==> src/rtl/conv_window_gen.sv <==
// conv_window_gen: streaming 3x3 window generator over raster-order pixels.
// Two line buffers hold the previous rows; windows leave through one output register.
module conv_window_gen #(
    parameter int IMG_WIDTH  = 8,
    parameter int IMG_HEIGHT = 8
) (
    input  logic        clk,
    input  logic        rst_n,
    input  logic [7:0]  pix_in,
    input  logic        pix_valid,
    output logic        pix_ready,
    output logic [71:0] win_out,
    output logic        win_valid,
    input  logic        win_ready,
    output logic        win_last
);

    localparam int CW = $clog2(IMG_WIDTH);
    localparam int RW = $clog2(IMG_HEIGHT);

    typedef enum logic [1:0] {
        FILL,
        STREAM,
        DRAIN
    } state_t;

    state_t state;
    state_t state_nxt;

    logic [CW-1:0] col;
    logic [RW-1:0] row;

    logic [7:0] lb0 [IMG_WIDTH];
    logic [7:0] lb1 [IMG_WIDTH];

    logic [7:0] win_r   [3][3];
    logic [7:0] win_nxt [3][3];
    logic [71:0] win_flat;

    logic accept;
    logic emit;
    logic col_end;
    logic row_end;
    logic out_xfer;

    // Gating with rst_n keeps ready low for the whole time reset is held.
    assign pix_ready = rst_n & (state != DRAIN) & (~win_valid | win_ready);
    assign accept    = pix_valid & pix_ready;
    assign col_end   = (col == CW'(IMG_WIDTH - 1));
    assign row_end   = (row == RW'(IMG_HEIGHT - 1));
    assign emit      = accept & (row >= RW'(2)) & (col >= CW'(2));
    assign out_xfer  = win_valid & win_ready;

    always_comb begin
        win_flat = '0;
        for (int wr = 0; wr < 3; wr++) begin
            win_nxt[wr][0] = win_r[wr][1];
            win_nxt[wr][1] = win_r[wr][2];
        end
        win_nxt[0][2] = lb1[col];
        win_nxt[1][2] = lb0[col];
        win_nxt[2][2] = pix_in;
        for (int wr = 0; wr < 3; wr++) begin
            for (int wc = 0; wc < 3; wc++) begin
                win_flat[(3*wr+wc)*8 +: 8] = win_nxt[wr][wc];
            end
        end
    end

    always_comb begin
        state_nxt = state;
        unique case (state)
            FILL: begin
                if (accept && row == RW'(1) && col_end)
                    state_nxt = STREAM;
            end
            STREAM: begin
                if (accept && row_end && col_end)
                    state_nxt = DRAIN;
            end
            DRAIN: begin
                if (out_xfer && win_last)
                    state_nxt = FILL;
            end
            default: state_nxt = FILL;
        endcase
    end

    always_ff @(posedge clk or negedge rst_n) begin
        if (!rst_n) begin
            state <= FILL;
        end else begin
            state <= state_nxt;
        end
    end

    always_ff @(posedge clk or negedge rst_n) begin
        if (!rst_n) begin
            col <= '0;
            row <= '0;
        end else if (accept) begin
            if (col_end) begin
                col <= '0;
                row <= row_end ? '0 : row + RW'(1);
            end else begin
                col <= col + CW'(1);
            end
        end
    end

    // Data storage is deliberately not reset; stale contents never reach win_out.
    always_ff @(posedge clk) begin
        if (accept) begin
            lb1[col] <= lb0[col];
            lb0[col] <= pix_in;
            for (int wr = 0; wr < 3; wr++) begin
                for (int wc = 0; wc < 3; wc++) begin
                    win_r[wr][wc] <= win_nxt[wr][wc];
                end
            end
        end
    end

    always_ff @(posedge clk or negedge rst_n) begin
        if (!rst_n) begin
            win_out   <= '0;
            win_valid <= 1'b0;
            win_last  <= 1'b0;
        end else if (emit) begin
            win_out   <= win_flat;
            win_valid <= 1'b1;
            win_last  <= row_end & col_end;
        end else if (win_ready) begin
            win_valid <= 1'b0;
            win_last  <= 1'b0;
        end
    end

endmodule

==> config.mk <==
export PLATFORM = sky130hd
export DESIGN_NAME = conv_window_gen
export DESIGN_NICKNAME = d
export VERILOG_FILES = /design/src/rtl/conv_window_gen.sv
export SDC_FILE = /design/constraint.sdc
export NUM_CORES = 1
export LEC_CHECK = 0
export CAP_MARGIN = 20
export CORE_MARGIN = 2
export CORE_UTILIZATION = 45
export DETAILED_ROUTE_END_ITERATION = 6
export GPL_ROUTABILITY_DRIVEN = 1
export PLACE_DENSITY = 0.66
export SETUP_SLACK_MARGIN = 0.5
export SYNTH_ARGS = -nofsm -noshare
export SYNTH_HDL_FRONTEND = slang
export SYNTH_SLANG_ARGS = --single-unit
==> constraint.sdc <==
create_clock -name clk -period 5.9 [get_ports clk]
set_input_delay 1.475 -clock clk [delete_from_list [all_inputs] [get_ports clk]]
set_output_delay 1.475 -clock clk [all_outputs]
set_load 0.01 [all_outputs]
==> results of run 1 <==
-- logic make-up after synthesis --
kind of cell / share of synthesized area
AOI/OAI and AO/OA: 0.03369
adders and majority gates: 0.007686
muxes: 0.1359
buffers and inverters: 0.02421
DFF: 0.7512
and+or+nand+nor: 0.04727
-- power by group through the flow --
stage	sequential [mW]	combinational [mW]	clock, mW
after floorplan	2.55	0.691	0
after global placement	2.53	1.27	0
after detailed placement	2.55	1.31	0
after CTS	2.51	1.31	1.74
after global routing	2.54	1.41	1.81
final	2.50	1.29	1.71
-- final cells by class --
class	count	area (µm²)
fill	1644	9336
multi-input combinational	250	2232
inverter	6	22.52
timing repair buffer	99	955.9
clock inverter	7	91.34
sequential	258	7341
tap	275	344.1
clock buffer	41	830.8
-- worst max-delay path, delay by kind of cell --
kind,cells,cell delay [ns]
buffers and inverters,2,1.08
AND/OR/NAND/NOR,2,0.26
-- per-stage QoR --
stage | hold WS, ns | total power [mW] | utilization
final | 0.4451 | 5.507 | 0.5586
after global routing | 0.4509 | 5.769 | 0.5586
after CTS | 0.4470 | 5.568 | 0.5586
after detailed placement | 0.4325 | 3.853 | 0.5151
after global placement | 0.4296 | 3.801 | 0.5151
after floorplan | 0.4148 | 3.240 | -
-- final timing paths --
check,cells after the start,slack [ns],from,endpoint
setup / recovery,4,1.61,win_ready,pix_ready
min in group asynchronous,1,0.90,rst_n,state[1]
max in group asynchronous,2,3.99,rst_n,col[1]
hold / removal,0,0.45,win_r[0][0],win_r[0][8]
hold reg to reg,0,0.45,win_r[0][0],win_r[0][8]
setup reg to reg,3,3.01,col[1],lb0[2][4]
-- Yosys cell counts, drive strengths merged (3+ instances only) --
library cell / n / share of area
a21oi: 8 / 0.0041
buf: 23 / 0.020
nor2b: 4 / 0.0026
nand3b: 9 / 0.0069
nand2: 30 / 0.012
a31oi: 5 / 0.0032
mux2i: 22 / 0.023
mux4: 11 / 0.025
ha: 6 / 0.0077
nand2b: 6 / 0.0038
mux2: 75 / 0.088
o211ai: 3 / 0.0023
o21ai: 11 / 0.0056
nand3: 8 / 0.0041
clkbuf: 5 / 0.0019
dfrtp: 82 / 0.21
edfxtp: 176 / 0.54
o22ai: 4 / 0.0026
a211o: 6 / 0.0054
nor3: 8 / 0.0041
nor2: 8 / 0.0038
inv: 6 / 0.0023
-- state kept, by name (all words and copies together) (netlist names) --
name and cells:
lb0 64, lb1 64, win_r 48, win_out 72, win_valid 1, col 3
win_last 1, row 3, state 2
-- cell usage in the layout, fill, tap and decap left out, drive strengths merged, types with 3 or more instances in the layout --
master,count
o21ai,11
nor3,8
edfxtp,176
clkbuf,41
nand2b,6
nor2b,4
buf,14
inv,7
nand3b,9
nand2,30
mux2,75
o22ai,4
mux4,11
o211ai,3
a211o,6
a31oi,5
dfrtp,82
nand3,8
mux2i,22
ha,6
a21oi,8
clkdlybuf4s50,85
nor2,8
-- metal layers --
| metal | vias up | wire length [µm] | global-route usage |
|---|---|---|---|
| met5 | - | 0 | 0 |
| met4 | 0 | 486 | 0.04533 |
| met3 | 29 | 966 | 0.02892 |
| met2 | 155 | 8950 | 0.2835 |
| met1 | 2577 | 8092 | 0.2302 |
| li1 | 2272 | - | - |
==> run summary, run 1 <==
Final WS setup: 1.611 ns
Slew Limit Fails: 0
Warnings, synthesis: 0
layout cells sized above 1: 0.1241
RSZ-0062 raised after global routing: false
Clock Tree Buf Depth: 3
Most used DFF post-synth: edfxtp_1
Worst EP required: 4.43 ns
fin crit period: 4.289 ns
Setup WS pre-CTS: 1.607 ns
Setup CP Type: input pin to primary output
Worst setup EP type: primary output
Fmax: 233.2 MHz
mapped cell area: 9767 µm²
CP most frequent cell: clkdlybuf4s50_1
Worst Path Max Fanout: 3
Clock Latency Late Sink: 0.51 ns
# hold bufs at CTS: 0
io pins: 87
Seq/Total Area, Yosys: 0.7512
Slew @ Worst Pin: 1.093 ns
CTS tree: done
Area growth syn-to-layout: 21.00%
global route overflow: 0
Pwr Density: 466.0 nW/µm²
DR iter-0 viols: 286
die area: 22900 µm²
ys async rst share: 0.3178
vias in the first global route: 5205
Worst-path clk slew: 0.06 ns
Syn Nets: 560
Sequential Power Share: 0.455
status: finished, final reports clean
routability cong.: 0.7709
Internal: 4.002 mW
Leak: 4.487 nW
antenna violations before repair: 0
Logic pwr share: 0.235
CP max stage cell: clkdlybuf4s50_1
Synth Area per Inst: 18.02 µm²
final period utilization: 0.7269
placed cell count: 888
Cell Chain, Critical Path: clkdlybuf4s50_1, nor2b_1, nor3b_1, clkdlybuf4s50_1
CTS root buffer: clkbuf_16
Net Sw Frac: 0.2733
total wire length: 18500 µm
gr usage total: 0.1691
Sink Count: 258
# rows: 53
Final Skew: 0.005399 ns
Critical Path AT: 2.81 ns
H-tree levels: 1
wire length per cell: 19.76 µm
largest net degree at the start of global routing: 75
drt pass-1 iters: 4
via count of the routed design: 5033
CP max stage delay: 0.58 ns
post-detailed-route count of antenna-violating nets: 0
global-route wire length before repair: 29620 µm
core area: 21150 µm²
Post-CTS Resized: 0
Yosys cell types: 46
number of I/O port buffers: 86
nets: 659
clock share of power: 0.310
Post-synth EDFFs: 176
Finished Layout Cells: 936
DPL Wire Length: 10970 µm
Final Hold Viols: 0
# setup viols final: 0
Num CTS Buffers: 26
Post-CTS Setup Repair Bufs: 0
max_cap viols: 0
Hold WC Path Type: flop to flop
fin area: 11820 µm²
Via-to-Cell Ratio: 5.377
# diodes: 0
Net Sw Power: 1.505 mW
flops & latches, synth: 258
DRC viols: 0
Mapped Cells: 542
die height: 151.3 µm
Die W: 151.3 µm
slew margin rel.: 0.2712
initial cell density of the core: 0.4617
placed instance area: 10900 µm²
Worst VDD drop: 0.2877 mV
CP Launch Type: input pin
setup TNS: 0 ns
Power figures use the tool's default switching activity.
==> inputs of run 2 (changes only) <==
==> constraint.sdc (replaced) <==
create_clock -name clk -period 4.25 [get_ports clk]
set_input_delay 1.0625 -clock clk [delete_from_list [all_inputs] [get_ports clk]]
set_output_delay 1.0625 -clock clk [all_outputs]
set_load 0.01 [all_outputs]
==> run 2 against run 1 <==
Compared with the run above:
- via count shrank 1.3%
- setup slack lost 0.80 ns
- critical endpoint unchanged
- utilization grew 0.22 points
- sequential share of layout area shrank 0.24 points
- count of clock-buffer cells in the layout shrank 5
- die area is the same
- sequential power grew 42%
- critical path type unchanged
- worst hold slack lost 0.11 ns
==> run summary, run 2 (synthesized netlist as in run 1, its figures left out) <==
WP buf/inv: 2
Final WS setup: 0.8100 ns
Slew Limit Fails: 0
# diodes: 0
initial cell density of the core: 0.4617
overall power: 7.589 mW
DRC viols: 0
routability cong.: 0.7861
Sink Count: 258
Critical Path AT: 2.38 ns
nets: 668
number of I/O port buffers: 86
CTS root buffer: clkbuf_16
layout cells sized above 1: 0.1299
Fmax: 290.7 MHz
fill count: 1625
Die W: 151.3 µm
Post-CTS Setup Repair Bufs: 0
Worst setup EP type: primary output
Clock Tree Buf Depth: 3
Setup CP Type: input pin to primary output
# setup viols final: 0
# rows: 53
critical path's top delay family: buffers and inverters
Worst VDD drop: 0.3567 mV
global route overflow: 0
total wire length: 18310 µm
Clock Latency Late Sink: 0.52 ns
slew margin rel.: 0.4135
Hold WC Path Type: input pin to asynchronous set/reset pin
core area: 21150 µm²
via count of the routed design: 4970
CP max stage cell: clkdlybuf4s50_1
Num CTS Buffers: 26
die area: 22900 µm²
status: finished, final reports clean
max_cap viols: 0
Post-CTS Resized: 0
final period utilization: 0.8094
Biggest register: win_out
vias in the first global route: 5235
Cell Chain, Critical Path: clkdlybuf4s50_1, nor2b_1, nor3b_1, clkdlybuf4s50_1
global-route wire length before repair: 29100 µm
wire length per cell: 19.38 µm
Largest register FFs: 72
Worst EP required: 3.19 ns
H-tree levels: 1
DPL Wire Length: 11300 µm
Fin Hold WS: 0.3317 ns
top flop regs: win_out: 72 flops, lb0: 64 flops, lb1: 64 flops
antenna violations before repair: 0
drt pass-1 iters: 5
io pins: 87
# hold bufs at CTS: 0
Via-to-Cell Ratio: 5.259
CTS tree: done
RSZ-0062 raised after global routing: false
Setup WS pre-CTS: 0.7935 ns
Leak: 4.516 nW
Final Hold Viols: 0
fin crit period: 3.440 ns
CP max stage delay: 0.57 ns
Pwr Density: 639.7 nW/µm²
Worst Path Max Fanout: 3
largest net degree at the start of global routing: 82
gr usage total: 0.1670
most frequent cells in the layout: edfxtp_1, clkdlybuf4s50_1, dfrtp_1
CP most frequent cell: clkdlybuf4s50_1
Worst-path clk slew: 0.06 ns
Final Skew: 0.01158 ns
DR iter-0 viols: 319
post-detailed-route count of antenna-violating nets: 0
die height: 151.3 µm
Area growth syn-to-layout: 21.47%
CP Launch Type: input pin
setup TNS: 0 ns
leading cell type in the layout, fill and taps excluded: edfxtp_1
Slew @ Worst Pin: 0.8759 ns
[run 2: cell types whose count changed in the layout (fill, tap and decap cells not counted), moves of 2 or more]
cell	change
buf_4	+7
clkbuf_16	-2
clkbuf_8	-2
clkinv_1	+5
nor3_2	+3
nor3_4	-3
[run 2: power breakdown]
part	switching (mW)	internal, mW
Combinational	0.871	0.850
Sequential	0.299	3.25
Clock	0.905	1.41
Total	2.07	5.52
[run 2: layout make-up]
| cell class | count | area (µm²) | area share |
|---|---|---|---|
| flip-flops and latches | 258 | 7341 | 0.6188 |
| inverters | 6 | 22.52 | 0.001898 |
| well taps | 275 | 344.1 | 0.02900 |
| repair buffers | 108 | 1056 | 0.08901 |
| clock inverters | 12 | 137.6 | 0.01160 |
| clock buffers | 36 | 749.5 | 0.06317 |
| multi-input cells | 250 | 2213 | 0.1866 |
[run 2: metal layers]
layer	global-route usage	share of wire	vias up
met5	0	0	-
met4	0.05327	0.019	0
met3	0.03313	0.057	25
met2	0.2867	0.50	151
met1	0.2144	0.42	2508
li1	-	-	2286
[run 2: final timing paths]
check / start / end / slack, ns / cells past startpoint
setup / recovery: win_ready / pix_ready / 0.81 / 4
hold / removal: rst_n / win_valid / 0.33 / 1
setup reg to reg: col[2] / win_out[47] / 1.59 / 5
hold reg to reg: state[1] / state[0] / 0.44 / 1
max in group asynchronous: rst_n / win_out[13] / 3.05 / 3
min in group clk: state[1] / state[0] / 0.44 / 1
[run 2: stage by stage]
step / cells / utilization / cell area [µm²]
2_1_floorplan: 542 / - / 9772
3_3_place_gp: 896 / 0.5176 / 10950
3_5_place_dp: 896 / 0.5176 / 10950
4_1_cts: 944 / 0.5595 / 11840
5_1_grt: 945 / 0.5608 / 11860
6_report: 945 / 0.5608 / 11860
==> inputs of run 3 (changes only) <==
--- a/config.mk
+++ b/config.mk
@@ -10,7 +10,7 @@
 export CORE_UTILIZATION = 45
 export DETAILED_ROUTE_END_ITERATION = 6
 export GPL_ROUTABILITY_DRIVEN = 1
-export PLACE_DENSITY = 0.66
+export PLACE_DENSITY = 0.68
 export SETUP_SLACK_MARGIN = 0.5
 export SYNTH_ARGS = -nofsm -noshare
 export SYNTH_HDL_FRONTEND = slang
==> constraint.sdc (replaced) <==
create_clock -name clk -period 2.9 [get_ports clk]
set_input_delay 0.725 -clock clk [delete_from_list [all_inputs] [get_ports clk]]
set_output_delay 0.725 -clock clk [all_outputs]
set_load 0.01 [all_outputs]
==> run 3 against run 2 <==
Compared with the run above:
- flip-flop and latch count unchanged
- combinational power up 58%
- power is 51% higher
- routed wire length rose by 0.62%
- first-iteration DRC count rose by 2.5%
- non-clock buffer count up 11
- register-to-register slack lost 0.92 ns
- cell count up 1.4%
- critical path type unchanged
- largest cell class unchanged
==> run summary, run 3 (synthesized netlist as in run 1, its figures left out) <==
fin crit period: 2.353 ns
nets: 680
Worst-path clk slew: 0.06 ns
Slew @ Worst Pin: 0.6235 ns
die area: 22900 µm²
Fmax: 425.0 MHz
post-detailed-route count of antenna-violating nets: 0
Area growth syn-to-layout: 24.19%
final period utilization: 0.8114
CP max stage cell: clkdlybuf4s50_1
gr usage total: 0.1674
# setup viols final: 0
Largest register FFs: 72
Worst VDD drop: 0.4881 mV
DR iter-0 viols: 327
setup TNS: 0 ns
# diodes: 0
Die W: 151.3 µm
CP max stage delay: 0.50 ns
Worst EP required: 2.17 ns
slew margin rel.: 0.5843
Final WS setup: 0.5469 ns
# rows: 53
antenna violations before repair: 0
top flop regs: win_out: 72 flops, lb0: 64 flops, lb1: 64 flops
Biggest register: win_out
die height: 151.3 µm
Worst setup EP type: primary output
largest net degree at the start of global routing: 51
CTS tree: done
DRC viols: 0
global route overflow: 0
Clock Tree Buf Depth: 3
total wire length: 18430 µm
io pins: 87
Critical Path AT: 1.63 ns
CTS root buffer: clkbuf_16
critical path's top delay family: buffers and inverters
Fin Hold WS: 0.2826 ns
H-tree levels: 1
Pwr Density: 947.0 nW/µm²
Final Hold Viols: 0
Slew Limit Fails: 0
WP buf/inv: 2
Cell Chain, Critical Path: clkdlybuf4s50_1, nor2b_1, nor3b_2, buf_2
max_cap viols: 0
initial cell density of the core: 0.4617
CP Launch Type: input pin
most frequent cells in the layout: edfxtp_1, clkdlybuf4s50_1, dfrtp_1
layout cells sized above 1: 0.1654
Clock Latency Late Sink: 0.53 ns
wire length per cell: 19.24 µm
Sink Count: 258
fin area: 12130 µm²
global-route wire length before repair: 29400 µm
routability cong.: 0.7842
Final Skew: 0.01594 ns
RSZ-0062 raised after global routing: false
Via-to-Cell Ratio: 5.278
Hold WC Path Type: input pin to asynchronous set/reset pin
Worst Path Max Fanout: 3
Setup CP Type: input pin to primary output
Num CTS Buffers: 27
Setup WS pre-CTS: 0.04060 ns
DPL Wire Length: 11650 µm
Leak: 4.658 nW
drt pass-1 iters: 5
placed instance area: 11130 µm²
status: finished, final reports clean
leading cell type in the layout, fill and taps excluded: edfxtp_1
core area: 21150 µm²
vias in the first global route: 5316
via count of the routed design: 5056
overall power: 11.49 mW
number of I/O port buffers: 86
[run 3: path summary, 6_finish.rpt]
kind                       cells after the start   startpoint      endpoint  slack, ns
max in group asynchronous                      3        rst_n    win_out[4]       1.62
hold reg to reg                                0  win_r[1][4]  win_r[1][12]       0.44
setup / recovery                               4    win_ready     pix_ready       0.55
setup reg to reg                               5       col[2]   win_out[46]       0.67
min in group clk                               0  win_r[1][4]  win_r[1][12]       0.44
hold / removal                                 2        rst_n        col[0]       0.28
[run 3: layout make-up]
| cell class | count | area (µm²) |
|---|---|---|
| fillers | 1605 | 9025 |
| multi-input cells | 250 | 2256 |
| inverters | 6 | 38.79 |
| clock buffers | 37 | 827.0 |
| clock inverters | 13 | 150.1 |
| flip-flops and latches | 258 | 7342 |
| repair buffers | 119 | 1171 |
| well taps | 275 | 344.1 |
[run 3: worst register-to-register path, stage by stage (launching register included)]
cell     delay, ns
dfrtp_2       0.75
buf_12        0.28
mux2i_1       0.22
o21ai_0       0.09
a211o_1       0.40
mux2_1        0.36
[run 3: what timing repair did]
item / CTS / global route
setup buffers: 1 / 0
gates resized for setup: 5 / 1
setup endpoints to repair: 58 / 1
hold buffers: 0 / 0
[run 3: per-stage QoR]
step	util	cells
2_1_floorplan	-	542
3_3_place_gp	0.5264	907
3_5_place_dp	0.5264	907
4_1_cts	0.5731	958
5_1_grt	0.5734	958
6_report	0.5734	958
[run 3: metal layers]
metal,part of all wire,track usage
met2,0.50,0.2803
met1,0.43,0.2263
met3,0.053,0.03193
met5,0,0
met4,0.016,0.04486
[run 3: report_power, final]
group | leakage (nW) | internal [mW] | switching (mW) | total, mW
Clock | 0.488 | 2.27 | 1.37 | 3.63
Sequential | 2.70 | 4.77 | 0.368 | 5.14
Combinational | 1.47 | 1.32 | 1.39 | 2.71
